<file path="config.mk">
export PLATFORM = sky130hd
export DESIGN_NAME = ats21_cmd_rx
export DESIGN_NICKNAME = d
export VERILOG_FILES = /design/src/rtl/ats21_pkg.sv /design/src/rtl/ats21_cmd_decode.sv /design/src/rtl/ats21_cmd_rx.sv
export SDC_FILE = /design/constraint.sdc
export NUM_CORES = 1
export LEC_CHECK = 0
export ABC_AREA = 1
export BUFFER_PORTS_ARGS = -buffer_cell sky130_fd_sc_hd__buf_2
export CAP_MARGIN = 20
export CORE_ASPECT_RATIO = 2
export CORE_MARGIN = 4
export CORE_UTILIZATION = 30
export DETAILED_ROUTE_END_ITERATION = 12
export REMOVE_ABC_BUFFERS = 1
export SKIP_LAST_GASP = 1
export SLEW_MARGIN = 25
export SYNTH_ARGS = -nofsm -noshare
export SYNTH_HDL_FRONTEND = slang
export SYNTH_SLANG_ARGS = --single-unit
</file>
<file path="constraint.sdc">
create_clock -name clk -period 2.4 [get_ports clk]
set_clock_uncertainty 0.1 [all_clocks]
set_input_delay 0.48 -clock clk [delete_from_list [all_inputs] [get_ports clk]]
set_output_delay 0.48 -clock clk [all_outputs]
set_load 0.05 [all_outputs]
</file>
<file path="src/rtl/ats21_pkg.sv">
// ATS21 receive front end: shared opcode/status/state types and
// instruction field bit positions.
package ats21_pkg;

    typedef enum logic [2:0] {
        OP_NOP       = 3'b000,
        OP_SET_CLK   = 3'b001,
        OP_TOG_BC    = 3'b010,
        OP_SET_MODE  = 3'b011,
        OP_ILLEGAL   = 3'b100,
        OP_SET_ALARM = 3'b101,
        OP_SET_CDOWN = 3'b110,
        OP_TOG_AT    = 3'b111
    } opcode_e;

    typedef enum logic [1:0] {
        STAT_OK      = 2'b00,
        STAT_ACCEPT  = 2'b01,
        STAT_ILLEGAL = 2'b10,
        STAT_BUSY    = 2'b11
    } stat_e;

    typedef enum logic [2:0] {
        RX_IDLE    = 3'd0,
        RX_LOW     = 3'd1,
        RX_ISSUE_A = 3'd2,
        RX_ISSUE_B = 3'd3,
        RX_DONE    = 3'd4
    } rx_state_e;

    // Bit positions within the 32-bit {upper, lower} instruction word.
    localparam int unsigned OP_MSB      = 31;
    localparam int unsigned OP_LSB      = 29;
    localparam int unsigned CLK_ID_MSB  = 28;
    localparam int unsigned CLK_ID_LSB  = 25;
    localparam int unsigned ALM_ID_MSB  = 28;
    localparam int unsigned ALM_ID_LSB  = 24;
    localparam int unsigned MODE_MSB    = 27;
    localparam int unsigned MODE_LSB    = 24;
    localparam int unsigned FLAG_BIT    = 23;
    localparam int unsigned RATE_MSB    = 23;
    localparam int unsigned RATE_LSB    = 22;
    localparam int unsigned ALM_CLK_MSB = 19;
    localparam int unsigned ALM_CLK_LSB = 16;
    localparam int unsigned VALUE_MSB   = 15;
    localparam int unsigned VALUE_LSB   = 0;

    // NOP and ILLEGAL never reach the core; every other opcode is issued.
    function automatic logic op_is_queued(input logic [2:0] op);
        return !((op == OP_NOP) || (op == OP_ILLEGAL));
    endfunction

endpackage

</file>
<file path="src/rtl/ats21_cmd_decode.sv">
// ATS21 instruction decoder: splits a 32-bit instruction word into the
// opcode and the opcode-dependent id/flag/aux/value fields.
module ats21_cmd_decode
    import ats21_pkg::*;
(
    input  logic [31:0] word,
    output logic [2:0]  op,
    output logic [4:0]  id,
    output logic        flag,
    output logic [3:0]  aux,
    output logic [15:0] value
);

    // Bits [21:20] carry no field for any opcode.
    logic unused_bits;
    assign unused_bits = ^word[21:20];

    // Field extraction; fields not defined for an opcode read as zero.
    always_comb begin
        op    = word[OP_MSB:OP_LSB];
        id    = '0;
        flag  = 1'b0;
        aux   = '0;
        value = '0;
        case (opcode_e'(op))
            OP_SET_CLK: begin
                id    = {1'b0, word[CLK_ID_MSB:CLK_ID_LSB]};
                flag  = word[FLAG_BIT];
                aux   = {2'b00, word[RATE_MSB:RATE_LSB]};
                value = word[VALUE_MSB:VALUE_LSB];
            end
            OP_TOG_BC: begin
                id    = {1'b0, word[CLK_ID_MSB:CLK_ID_LSB]};
                flag  = word[FLAG_BIT];
            end
            OP_SET_MODE: begin
                flag  = word[FLAG_BIT];
                aux   = word[MODE_MSB:MODE_LSB];
            end
            OP_SET_ALARM, OP_SET_CDOWN: begin
                id    = word[ALM_ID_MSB:ALM_ID_LSB];
                flag  = word[FLAG_BIT];
                aux   = word[ALM_CLK_MSB:ALM_CLK_LSB];
                value = word[VALUE_MSB:VALUE_LSB];
            end
            OP_TOG_AT: begin
                id    = word[ALM_ID_MSB:ALM_ID_LSB];
                flag  = word[FLAG_BIT];
            end
            default: begin
            end
        endcase
    end

endmodule

</file>
<file path="src/rtl/ats21_cmd_rx.sv">
// ATS21 receive front end: captures two-word instructions from clients A
// and B, decodes them and issues them one at a time to the core over a
// valid/ready handshake, reporting progress on ready/stat.
module ats21_cmd_rx
    import ats21_pkg::*;
#(
    parameter int unsigned WORD_W  = 16,
    parameter int unsigned TIMEOUT = 15
) (
    input  logic              clk,
    input  logic              reset_n,
    input  logic              req,
    input  logic [WORD_W-1:0] ctrlA,
    input  logic [WORD_W-1:0] ctrlB,
    output logic              ready,
    output logic [1:0]        stat,
    output logic              cmd_valid,
    input  logic              cmd_ready,
    output logic              cmd_client,
    output logic [2:0]        cmd_op,
    output logic [4:0]        cmd_id,
    output logic              cmd_flag,
    output logic [3:0]        cmd_aux,
    output logic [WORD_W-1:0] cmd_value
);

    // Last stall cycle index before the pending command is dropped.
    localparam logic [3:0] TIMER_LAST = 4'(TIMEOUT - 1);

    rx_state_e         state, state_nxt;
    stat_e             stat_q, stat_nxt;
    logic [WORD_W-1:0] hi_a, hi_b, lo_a, lo_b;
    logic              queued_a, queued_b;
    logic [3:0]        timer;
    logic              in_issue, handshake, drop, busy_req, illegal_seen;
    logic              queue_a_nxt, queue_b_nxt;

    logic [2*WORD_W-1:0] dec_word;
    logic [2:0]          dec_op;
    logic [4:0]          dec_id;
    logic                dec_flag;
    logic [3:0]          dec_aux;
    logic [15:0]         dec_value;

    assign in_issue     = (state == RX_ISSUE_A) || (state == RX_ISSUE_B);
    assign queue_a_nxt  = op_is_queued(hi_a[WORD_W-1 -: 3]);
    assign queue_b_nxt  = op_is_queued(hi_b[WORD_W-1 -: 3]);
    assign illegal_seen = (state == RX_LOW) &&
                          ((hi_a[WORD_W-1 -: 3] == OP_ILLEGAL) ||
                           (hi_b[WORD_W-1 -: 3] == OP_ILLEGAL));
    // A req in the LOW cycle is the data phase, not a new request.
    assign busy_req     = req && !ready && (state != RX_LOW);

    // Next-state, handshake/timeout detection and status priority.
    always_comb begin
        state_nxt = state;
        stat_nxt  = STAT_OK;
        handshake = 1'b0;
        drop      = 1'b0;
        case (state)
            RX_IDLE: begin
                if (req) state_nxt = RX_LOW;
            end
            RX_LOW: begin
                if (queue_a_nxt)      state_nxt = RX_ISSUE_A;
                else if (queue_b_nxt) state_nxt = RX_ISSUE_B;
                else                  state_nxt = RX_DONE;
            end
            RX_ISSUE_A, RX_ISSUE_B: begin
                if (cmd_ready)                 handshake = 1'b1;
                else if (timer == TIMER_LAST)  drop      = 1'b1;
                if (handshake || drop) begin
                    if ((state == RX_ISSUE_A) && queued_b) state_nxt = RX_ISSUE_B;
                    else                                   state_nxt = RX_DONE;
                end
            end
            RX_DONE: begin
                state_nxt = RX_IDLE;
            end
            default: begin
                state_nxt = RX_IDLE;
            end
        endcase
        if (busy_req || drop)  stat_nxt = STAT_BUSY;
        else if (illegal_seen) stat_nxt = STAT_ILLEGAL;
        else if (handshake)    stat_nxt = STAT_ACCEPT;
    end

    // State, status and host ready registers.
    always_ff @(posedge clk or negedge reset_n) begin
        if (!reset_n) begin
            state  <= RX_IDLE;
            stat_q <= STAT_OK;
            ready  <= 1'b1;
        end else begin
            state  <= state_nxt;
            stat_q <= stat_nxt;
            if ((state == RX_IDLE) && req) ready <= 1'b0;
            else if (state == RX_DONE)     ready <= 1'b1;
        end
    end

    // Instruction holding registers and per-client queue flags.
    always_ff @(posedge clk or negedge reset_n) begin
        if (!reset_n) begin
            hi_a     <= '0;
            hi_b     <= '0;
            lo_a     <= '0;
            lo_b     <= '0;
            queued_a <= 1'b0;
            queued_b <= 1'b0;
        end else begin
            if ((state == RX_IDLE) && req) begin
                hi_a <= ctrlA;
                hi_b <= ctrlB;
            end
            if (state == RX_LOW) begin
                lo_a     <= ctrlA;
                lo_b     <= ctrlB;
                queued_a <= queue_a_nxt;
                queued_b <= queue_b_nxt;
            end
        end
    end

    // Stall timer: restarts on every issue entry, saturates while stalled.
    always_ff @(posedge clk or negedge reset_n) begin
        if (!reset_n) begin
            timer <= '0;
        end else if ((state_nxt != state) &&
                     ((state_nxt == RX_ISSUE_A) || (state_nxt == RX_ISSUE_B))) begin
            timer <= '0;
        end else if (in_issue && (timer != '1)) begin
            timer <= timer + 4'd1;
        end
    end

    assign dec_word = (state == RX_ISSUE_B) ? {hi_b, lo_b} : {hi_a, lo_a};

    ats21_cmd_decode u_decode (
        .word  (dec_word),
        .op    (dec_op),
        .id    (dec_id),
        .flag  (dec_flag),
        .aux   (dec_aux),
        .value (dec_value)
    );

    // cmd_valid follows the state register, so an asynchronous reset drops it at once.
    assign cmd_valid  = in_issue;
    assign cmd_client = (state == RX_ISSUE_B);
    assign cmd_op     = cmd_valid ? dec_op    : '0;
    assign cmd_id     = cmd_valid ? dec_id    : '0;
    assign cmd_flag   = cmd_valid ? dec_flag  : 1'b0;
    assign cmd_aux    = cmd_valid ? dec_aux   : '0;
    assign cmd_value  = cmd_valid ? dec_value : '0;
    assign stat       = stat_q;

endmodule

</file>
==> results by group <==
Power
  – Pwr per Cell Area: 1430 nW/um2
  – Share of total power consumed by net switching: roughly 45%
  – Sequential cell fraction of total power: around 30%
  – Gate power share: between 50% and 60%
  – Leakage power figure: approximately 2.4 nW
  – Power Internal: between 3 and 4 mW
  – Overall Power: between 7 and 8 mW
  – Worst supply voltage drop on vdd: between 0.6 and 0.7 mV
  – Portion of total power attributed to the clock network: 19.1%
  – Switching Power: ~3.2 mW

Route
  – Wirelength per Cell: between 10 and 15 um
  – Wirelength, routed: 9740 um
  – Post-DRT Antenna Nets: 0
  – Count of vias placed by the detailed router: 3213
  – Router iterations before antenna repair: 5
  – DRT iter0 DRCs: 75
  – DRC errors left: 0
  – Detail-routed via count per cell: 4.65

GRT
  – Leftover overflow at the end of global routing: 0
  – Largest net degree at the start of global routing: 38
  – Wire length of the first global-routing pass: about 15000 um
  – All-layer global routing usage: roughly 14%
  – Initial antenna violation count: 0
  – Vias in the first global route: ~3300

Clocking
  – CTS tree: yes
  – Master cell of the clock root buffer: sky130_fd_sc_hd__clkbuf_16
  – Clock buffer count from CTS: 9
  – Worst skew pair latency: approximately 0.33 ns
  – Number of buffers added to fix hold violations after cts: 0
  – Clock edge transition at the registers on the reported setup and hold paths: around 0.050 ns
  – Clock tree buffer depth: 2
  – H-tree depth reported by CTS: 3
  – Clock Sink Count: 71

Synthesis
  – Unique masters post-synth: 32
  – Seq/Total Area, Yosys: 50.7%
  – Primary flip-flop cell chosen by synthesis mapping: sky130_fd_sc_hd__dfrtp_1
  – Ys async rst share: between 90% and 100%
  – Cell type with the highest aggregate area in the netlist: sky130_fd_sc_hd__dfrtp_1
  – Number of synthesized flops with an enable pin: 0
  – Post-synthesis sequential element count: just over 70
  – Syn. warnings: 0
  – Post-Syn Instances: roughly 450
  – Share of the synthesized area in the top cell type: approximately half
  – Average cell area after synthesis: approximately 7.8 um2
  – Top post-synthesis cells by area: sky130_fd_sc_hd__dfrtp_1 50%, sky130_fd_sc_hd__nand2_1 18%, sky130_fd_sc_hd__o21ai_0 8.4%, sky130_fd_sc_hd__inv_1 4.9%, sky130_fd_sc_hd__a21oi_2 2.5%
  – Summed instance area of the synthesized netlist: between 3000 and 4000 um2

Finish
  – Area grow syn2layout: 42.7%
  – FILL cells: around 1100
  – Inserted Diodes: 0
  – Number of standard cells in the final layout excluding fillers: around 690
  – Share of final-layout standard cells stronger than drive strength 1: 32.8%
  – Post-layout nets: between 500 and 600

STA
  – Number of hold-slack violations in the final timing report: 0
  – Upper clock frequency limit: between 300 and 400 MHz
  – Slew margin rel.: between 50% and 60%
  – Count of final max-slew check failures: 0
  – Worst Hold Slack: 0.0756 ns
  – Worst-margin pin slew: 0.652 ns
  – Shortest period the worst path allows: approximately 2.6 ns
  – Unrepaired setup endpoints after global routing: true
  – Final period utilization: 110%
  – Final Setup Violations: 26
  – Post-layout worst setup margin: -0.243 ns

Run
  – Max-cap check violation count: 0

Place
  – Placed wire-length estimate after detailed placement: slightly below 7000 um
  – Placed Instances: approximately 660
  – Placer congestion estimate: roughly 0.85
  – Total of buffers placed on input and output ports: 69

Worst setup path
  – Setup slack of the most critical reg-to-reg path: around 0.45 ns
  – Largest driver fanout on the critical path: 9
  – WP data required: 1.82 ns
  – Arrival time of the worst setup path: 2.06 ns
  – Worst setup path category: reg2out
  – Endpoint class of the critical path: output pin
  – Critical path startpoint category: flop

Floorplan
  – Starting Density: 30.9%
  – Die Y-Extent: between 150 and 200 um
  – Core region area: 11400 um2
  – Die footprint: between 10000 and 15000 um2
  – IO Count: 70
  – Die Wd: ~84 um
  – Std cell rows: 55

Outcome
  – Failing checks: negative setup slack
  – Run status: finished, violations left

Hold path
  – Worst min path class: in2async
==> layer usage <==
layer	wire length (um)	part of all wire (%)	global-route usage [%]	vias to the layer above
met5	0	0	0	-
met4	213	2.2	5.98	0
met3	318	3.3	3.29	17
met2	5340	55	25.6	68
met1	3870	40	16.3	1516
li1	-	-	-	1612
==> path summary, 6_finish.rpt <==
kind                                      from                   end  cells past startpoint
min                                    reset_n  lo_b[14]$_DFFE_PN0N_                      1
max                         state[1]$_DFF_PN0_          cmd_value[2]                     11
min in group clk                      ctrlA[5]   lo_a[5]$_DFFE_PN0N_                      3
min reg2reg                lo_a[4]$_DFFE_PN0N_   lo_a[4]$_DFFE_PN0N_                      2
max reg2reg                 state[0]$_DFF_PN0_  timer[0]$_DFFE_PN0P_                      9
max in group asynchronous              reset_n     ready$_DFFE_PN1P_                      2
==> synthesized netlist by cell type (3+ instances only) <==
master	count
sky130_fd_sc_hd__nand3_1	10
sky130_fd_sc_hd__dfrtp_1	70
sky130_fd_sc_hd__nor2_2	3
sky130_fd_sc_hd__clkbuf_1	14
sky130_fd_sc_hd__a21oi_2	10
sky130_fd_sc_hd__nor2_1	14
sky130_fd_sc_hd__o21ai_0	59
sky130_fd_sc_hd__inv_1	46
sky130_fd_sc_hd__nand2_1	172
sky130_fd_sc_hd__inv_2	4
sky130_fd_sc_hd__nand4_1	3
sky130_fd_sc_hd__o21ai_2	3
sky130_fd_sc_hd__a21oi_1	15
==> layout by cell type (no fill, tap or decap), types with 3 or more instances in the layout <==
| master | instances |
|---|---|
| sky130_fd_sc_hd__a21oi_1 | 4 |
| sky130_fd_sc_hd__a21oi_2 | 12 |
| sky130_fd_sc_hd__a21oi_4 | 9 |
| sky130_fd_sc_hd__buf_12 | 4 |
| sky130_fd_sc_hd__buf_2 | 39 |
| sky130_fd_sc_hd__buf_4 | 25 |
| sky130_fd_sc_hd__buf_6 | 33 |
| sky130_fd_sc_hd__clkbuf_16 | 9 |
| sky130_fd_sc_hd__clkbuf_8 | 3 |
| sky130_fd_sc_hd__dfrtp_1 | 70 |
| sky130_fd_sc_hd__inv_1 | 44 |
| sky130_fd_sc_hd__inv_2 | 5 |
| sky130_fd_sc_hd__nand2_1 | 159 |
| sky130_fd_sc_hd__nand2_2 | 13 |
| sky130_fd_sc_hd__nand3_1 | 9 |
| sky130_fd_sc_hd__nand4_1 | 3 |
| sky130_fd_sc_hd__nor2_1 | 9 |
| sky130_fd_sc_hd__nor2_2 | 3 |
| sky130_fd_sc_hd__nor2_4 | 6 |
| sky130_fd_sc_hd__o21ai_0 | 59 |
| sky130_fd_sc_hd__o21ai_4 | 5 |
==> worst max-delay path: stages, from the launching register on <==
cell and delay, ns:
sky130_fd_sc_hd__dfrtp_1 0.37, sky130_fd_sc_hd__inv_2 0.05, sky130_fd_sc_hd__nor2_4 0.15, sky130_fd_sc_hd__buf_6 0.14, sky130_fd_sc_hd__nand2_8 0.07, sky130_fd_sc_hd__o21ai_4 0.19, sky130_fd_sc_hd__nand2_1 0.08, sky130_fd_sc_hd__nand2_2 0.12
sky130_fd_sc_hd__o21ai_4 0.09, sky130_fd_sc_hd__buf_12 0.16, sky130_fd_sc_hd__a21oi_2 0.13, sky130_fd_sc_hd__buf_6 0.18
==> power by group through the flow <==
stage               clock network [mW]  logic [mW]  registers, mW
floorplan                            0        1.92           2.13
global placement                     0        2.79           2.13
detailed placement                   0        2.85           2.14
CTS                               1.40        3.25           2.14
global route                      1.45        4.02           2.22
finish                            1.37        3.65           2.15
==> state kept, by name, indices dropped and copies added (netlist names) <==
register and cells:
lo_b 16, lo_a 16, stat 2, ready 1, queued_b 1, timer 4
state 3, hi_b 14, hi_a 14
==> final cells by class <==
class / count / area, um2 / share of cell area, %
multi-input cells: 310 / 1700 / 33.9
inverters: 50 / 190 / 3.80
clock buffers: 13 / 270 / 5.40
flip-flops and latches: 71 / 1780 / 35.5
well taps: 142 / 178 / 3.55
repair buffers: 102 / 850 / 17.0
clock inverters: 3 / 40.0 / 0.800
==> repair_timing <==
item	4_1_cts	5_1_grt
setup buffers	7	4
pin swaps	4	16
endpoints found under the setup margin	28	30
cloned	1	0
gates resized for setup	65	59
==> kinds of logic after synthesis <==
kind of cell	after synthesis	share of synthesized area (%)
xor+xnor	3	0.750
simple gates	208	23.7
flops	71	50.7
compound gates	96	16.1
fa+ha+maj	2	0.714
buf+inv	69	8.00
==> per-stage QoR <==
stage	utilization [%]	instance area, um2	setup TNS, ns	setup WS [ns]
2_1_floorplan	-	3410	-17.87	-1.21
3_5_place_dp	36.4	4130	-1.08	-0.0819
3_3_place_gp	36.4	4130	-0.199	-0.0487
6_report	44.1	5000	-5.49	-0.243
5_1_grt	44.1	5000	-8.48	-0.352
4_1_cts	41.7	4730	-4.57	-0.235
(Power assumes the default switching activity.)
